===== config.mk =====
export PLATFORM = sky130hd
export DESIGN_NAME = dram_arbiter
export DESIGN_NICKNAME = d
export VERILOG_FILES = /design/src/rtl/dram_arbiter.sv
export SDC_FILE = /design/constraint.sdc
export NUM_CORES = 1
export LEC_CHECK = 0
export CAP_MARGIN = 30
export CORE_MARGIN = 4
export CORE_UTILIZATION = 36
export CTS_CLUSTER_SIZE = 16
export DETAILED_ROUTE_END_ITERATION = 6
export PLACE_DENSITY = 0.76
export SYNTH_ARGS = -nofsm -noshare
export SYNTH_HDL_FRONTEND = slang
export SYNTH_SLANG_ARGS = --single-unit

===== constraint.sdc =====
create_clock -name clk -period 1.6 [get_ports clk]
set_clock_uncertainty 0.05 [all_clocks]
set_input_delay 0.4 -clock clk [delete_from_list [all_inputs] [get_ports clk]]
set_output_delay 0.4 -clock clk [all_outputs]
set_load 0.05 [all_outputs]

===== src/rtl/dram_arbiter.sv =====
// Round-robin arbiter that serialises CPU and DMA accesses onto a single-port DRAM.
// One transaction at a time: IDLE -> ACCESS -> (WAIT x RD_LAT for reads) -> DONE -> IDLE.
module dram_arbiter #(
  parameter int ADDR_W = 17,
  parameter int DATA_W = 8,
  parameter int RD_LAT = 1
) (
  input  logic              clk,
  input  logic              reset,
  input  logic              cpu_req,
  input  logic              cpu_we,
  input  logic [ADDR_W-1:0] cpu_addr,
  input  logic [DATA_W-1:0] cpu_wdata,
  output logic              cpu_ack,
  output logic [DATA_W-1:0] cpu_rdata,
  input  logic              dma_req,
  input  logic              dma_we,
  input  logic [ADDR_W-1:0] dma_addr,
  input  logic [DATA_W-1:0] dma_wdata,
  output logic              dma_ack,
  output logic [DATA_W-1:0] dma_rdata,
  output logic [ADDR_W-1:0] dram_addr,
  output logic              dram_we,
  output logic [DATA_W-1:0] dram_din,
  input  logic [DATA_W-1:0] dram_dout,
  output logic              busy,
  output logic              owner_dma
);

  // Handshake: a requester raises req with we/addr/wdata stable and holds it until its
  // one-cycle ack; any req seen high in IDLE starts a new transaction. Request fields are
  // latched at grant, so later input changes (including dropping req) do not affect it.

  localparam int CNT_W = $clog2(RD_LAT + 1);

  typedef enum logic [1:0] {
    S_IDLE   = 2'd0,
    S_ACCESS = 2'd1,
    S_WAIT   = 2'd2,
    S_DONE   = 2'd3
  } state_t;

  state_t              state_q, state_d;
  logic                owner_q, owner_d;
  logic                last_dma_q, last_dma_d;
  logic                we_q, we_d;
  logic [ADDR_W-1:0]   addr_q, addr_d;
  logic [DATA_W-1:0]   wdata_q, wdata_d;
  logic [CNT_W-1:0]    cnt_q, cnt_d;
  logic [DATA_W-1:0]   cpu_rdata_q, cpu_rdata_d;
  logic [DATA_W-1:0]   dma_rdata_q, dma_rdata_d;

  logic grant_cpu;
  logic grant_dma;

  // On conflict the side that did not win last time goes first.
  assign grant_dma = dma_req && (!cpu_req || !last_dma_q);
  assign grant_cpu = cpu_req && (!dma_req || last_dma_q);

  always_ff @(posedge clk or negedge reset) begin
    if (!reset) begin
      state_q     <= S_IDLE;
      owner_q     <= 1'b0;
      last_dma_q  <= 1'b1;
      we_q        <= 1'b0;
      addr_q      <= '0;
      wdata_q     <= '0;
      cnt_q       <= '0;
      cpu_rdata_q <= '0;
      dma_rdata_q <= '0;
    end else begin
      state_q     <= state_d;
      owner_q     <= owner_d;
      last_dma_q  <= last_dma_d;
      we_q        <= we_d;
      addr_q      <= addr_d;
      wdata_q     <= wdata_d;
      cnt_q       <= cnt_d;
      cpu_rdata_q <= cpu_rdata_d;
      dma_rdata_q <= dma_rdata_d;
    end
  end

  always_comb begin
    state_d     = state_q;
    owner_d     = owner_q;
    last_dma_d  = last_dma_q;
    we_d        = we_q;
    addr_d      = addr_q;
    wdata_d     = wdata_q;
    cnt_d       = cnt_q;
    cpu_rdata_d = cpu_rdata_q;
    dma_rdata_d = dma_rdata_q;
    unique case (state_q)
      S_IDLE: begin
        if (grant_dma) begin
          owner_d    = 1'b1;
          last_dma_d = 1'b1;
          we_d       = dma_we;
          addr_d     = dma_addr;
          wdata_d    = dma_wdata;
          state_d    = S_ACCESS;
        end else if (grant_cpu) begin
          owner_d    = 1'b0;
          last_dma_d = 1'b0;
          we_d       = cpu_we;
          addr_d     = cpu_addr;
          wdata_d    = cpu_wdata;
          state_d    = S_ACCESS;
        end
      end
      S_ACCESS: begin
        if (we_q) begin
          state_d = S_DONE;
        end else begin
          cnt_d   = CNT_W'(RD_LAT);
          state_d = S_WAIT;
        end
      end
      S_WAIT: begin
        cnt_d = cnt_q - CNT_W'(1);
        // Last wait cycle: dram_dout now reflects the address presented in ACCESS.
        if (cnt_q == CNT_W'(1)) begin
          if (owner_q) begin
            dma_rdata_d = dram_dout;
          end else begin
            cpu_rdata_d = dram_dout;
          end
          state_d = S_DONE;
        end
      end
      S_DONE: begin
        state_d = S_IDLE;
      end
      default: begin
        state_d = S_IDLE;
      end
    endcase
  end

  always_comb begin
    busy    = (state_q != S_IDLE);
    dram_we = (state_q == S_ACCESS) && we_q;
    cpu_ack = (state_q == S_DONE) && !owner_q;
    dma_ack = (state_q == S_DONE) && owner_q;
  end

  // Address and data come straight from the latch so they hold their value through IDLE.
  assign dram_addr = addr_q;
  assign dram_din  = wdata_q;
  assign owner_dma = owner_q;
  assign cpu_rdata = cpu_rdata_q;
  assign dma_rdata = dma_rdata_q;

endmodule


==> impl_metrics.csv, run 1 <==
group,metric,value,unit
finish,diodes,0,
critical_path,worst-path-buf-inv,2,
finish,fin_nets,408,
power_and_ir_drop,internal_power,0.00564,W
grt,grt_pass1_vias,1996,
critical_path,r2r_start,"state_q[1]",
floorplanning,die_w,86.8,um
grt,grt_max_degree,26,
power_and_ir_drop,leakage,1.83,nW
logic_synthesis,synth_top_area_share,51.5,%
logic_synthesis,yosys-top-cells-area,"dfrtp_1, mux2_2, a21oi_2",
sta,setup_viol,4,
sta,tightest_slew,356,ps
floorplanning,ios,110,
logic_synthesis,netlist_instances,212,
grt,grt_usage,16.5,%
logic_synthesis,yosysTopAreaCell,"dfrtp_1",
critical_path,crit_chain,"buf_6 -> ha_4 -> and2_4 -> buf_12",
clock_tree,cts_made_buffers,5,
clock_tree,cts_sinks,47,
placed_design,place.gp.congestion,0.754,
finish,final_area,4260,sq um
logic_synthesis,yosys_most_used_dff,"dfrtp_1",
logic_synthesis,yosysWarnings,0,
power_and_ir_drop,seq_power_share,24.4,%
power_and_ir_drop,p_comb_share,68.5,%
critical_path,rrSetupSlack,60,ps
critical_path,critPathLaunchType,"flip-flop",
routing,firstDrtPassIters,4,
power_and_ir_drop,finalPower,0.0102,W
routing,vias_per_cell,4.87,
run_status,status,"finished with violations",
critical_path,critPathMaxFanout,3,
sta,period_minus_slack,1760,ps
logic_synthesis,synth.cells.most_frequent,"dfrtp_1, a21oi_1, nor2_1",
min_path,hp-class,"input pin to async pin",
clock_tree,cts_root_buf,"clkbuf_8",
critical_path,path_depth,4,
critical_path,crit_family,"flip-flops",
placed_design,dp_cells,401,
sta,rsz0062_at_grt,"yes",
critical_path,criticalPathCategory,"flip-flop to primary output",
power_and_ir_drop,p_clk_share,7.1,%
clock_tree,path_clk_slew,90,ps
routing,vias,2022,
clock_tree,clk_latency,290,ps
placed_design,place_hpwl,5.03,mm
critical_path,cp.required,1150,ps
power_and_ir_drop,power.density,2390,nW/um^2
routing,post-route-drc-count,0,
sta,setup_ws,-156,ps
routing,wire_per_inst,15.0,um
routing,wl,6.22,mm
critical_path,end_kind,"primary output",
logic_synthesis,synth_seq_cells,47,
finish,drive_above_1_share,39.1,%
logic_synthesis,synth_nets,281,
logic_synthesis,async_flop_share,100,%
logic_synthesis,ys_types,30,
routing,drt_iter0_markers,44,
clock_tree,cts_buffer_depth,2,
sta,period_share,110,%
logic_synthesis,ys_seq_area_share,52.6,%
finish,post-route-util,71.2,%
routing,antenna_left,0,
clock_tree,htreeDepth,2,
grt,antenna_found_initial,0,
sta,final_max_slew_viol_count,0,
floorplanning,fp-row-count,28,
critical_path,ff2ff_path_depth,7,
finish,stdcell_count,415,
logic_synthesis,synth_edf_count,0,
logic_synthesis,syn_area_per_cell,10.6,sq um
logic_synthesis,netlist_area,2240,sq um
critical_path,cp_slowest_stage_delay,410,ps
clock_tree,cts_tree,"yes",
critical_path,arrival,1310,ps
floorplanning,initial_core_util,37.3,%
grt,grt_pass1_wl,9.74,mm
power_and_ir_drop,switching_share,44.7,%
flow_run,cap_violations,0,
floorplanning,die_h,86.8,um
power_and_ir_drop,netSwitchingPower,0.00456,W
floorplanning,dieArea,7540,sq um
sta,max_freq,569,MHz
critical_path,timing.rr.end,"dram_din[5]",
sta,hold_violations,0,
critical_path,crit_slowest_cell,"dfrtp_1",
finish,syn2layout_area_growth,90.5,%
run_status,violations,"setup timing",
floorplanning,core,5990,sq um
placed_design,place_area,4030,sq um
sta,slew-limit-headroom,76.2,%
power_and_ir_drop,peakVddDrop,1340,uV
grt,grt-ovfl-total,0,
logic_synthesis,yosysMostFrequentCell,"dfrtp_1",
placed_design,io_buffers,109,
==> placed cells by master, fill, tap and decap left out, types with 2 or more instances in the layout <==
| master | synthesis | final |
|---|---|---|
| clkdlybuf4s50_1 | 0 | 62 |
| buf_12 | 0 | 55 |
| dfrtp_1 | 46 | 46 |
| a21oi_1 | 33 | 31 |
| nor2_1 | 28 | 28 |
| nand2_1 | 27 | 27 |
| a21oi_2 | 20 | 22 |
| mux2_2 | 18 | 18 |
| buf_4 | 1 | 11 |
| clkbuf_8 | 0 | 5 |
| ha_4 | 0 | 3 |
| inv_2 | 0 | 2 |
| inv_1 | 4 | 2 |
| and2_4 | 0 | 2 |
| a21boi_4 | 1 | 2 |
| clkinvlp_4 | 0 | 2 |
| buf_6 | 4 | 2 |
==> power by group through the flow <==
stage               combinational [W]  clock [W]  sequential, W
floorplan                     0.00164          0        0.00405
global placement              0.00665          0        0.00245
detailed placement            0.00674          0        0.00250
CTS                           0.00691   0.000757        0.00249
global route                  0.00732   0.000796        0.00256
finish                        0.00698   0.000727        0.00249
==> area by class of cell <==
type,instances,area (sq um)
multi-input combinational,149,1040
clock inverter,3,23.8
inverter,4,15.0
tap,75,93.8
sequential,47,1180
clock buffer,5,68.8
fill,416,1730
timing repair buffer,132,1840
==> sequential cells by signal (all words and copies together), names as in the netlist <==
| signal | cells |
|---|---|
| cnt_q | 1 |
| cpu_rdata | 8 |
| dma_rdata | 8 |
| dram_addr | 17 |
| dram_din | 8 |
| last_dma_q | 1 |
| owner_dma | 1 |
| state_q | 2 |
| we_q | 1 |
==> kinds of logic after synthesis <==
family          count (synthesis)  share of synthesized area [%]
compound gates                 63                           19.4
simple gates                   62                           11.1
fa+ha+maj                       5                           2.80
mux                            18                           9.06
buf+inv                        16                           4.59
xor+xnor                        1                          0.392
flops                          47                           52.6
==> metrics by stage <==
step                hold WS [ps]  setup WS [ps]  TNS (ps)
floorplan                   54.4           17.9         0
global placement             278           -147     -3180
finish                       483           -156      -562
global route                 508           -207      -830
detailed placement           283           -216     -4180
CTS                          487           -162      -596
==> what timing repair did <==
item                                    in CTS  in global routing
gates resized for setup                     14                  7
hold buffers                                 1                  0
hold endpoints to repair                    10                  0
endpoints found under the setup margin       8                 12
setup buffers                                2                  3
pin swaps                                    2                  1
==> worst register-to-register path: stages (launching register included) <==
cell and delay [ps]:
dfrtp_1 420, inv_2 140, ha_4 190, buf_4 150, o21ai_4 80, buf_12 160, a21oi_1 180, a21oi_2 80
==> layer usage <==
| layer | track usage, % | wire, um | vias to the layer above |
|---|---|---|---|
| met5 | 0 | 0 | - |
| met4 | 3.82 | 58 | 0 |
| met3 | 6.75 | 683 | 5 |
| met2 | 28.5 | 3050 | 99 |
| met1 | 18.9 | 2430 | 941 |
| li1 | - | - | 977 |
==> worst max-delay path by stage <==
stage               startpoint    endpoint  slack, ps
floorplan           state_q[0]        busy         20
global placement       dma_req  state_q[1]       -150
detailed placement     dma_req  state_q[1]       -220
CTS                 state_q[0]     dram_we       -160
global route        state_q[1]        busy       -210
finish              state_q[0]     dram_we       -160
Power figures use the tool's default switching activity.
==> run 2, diff against run 1 <==
Settings changed: CTS_CLUSTER_SIZE 16 to 25.
==> results of run 2 <==
Final layout, timing and power as in run 1 (identical DEF).
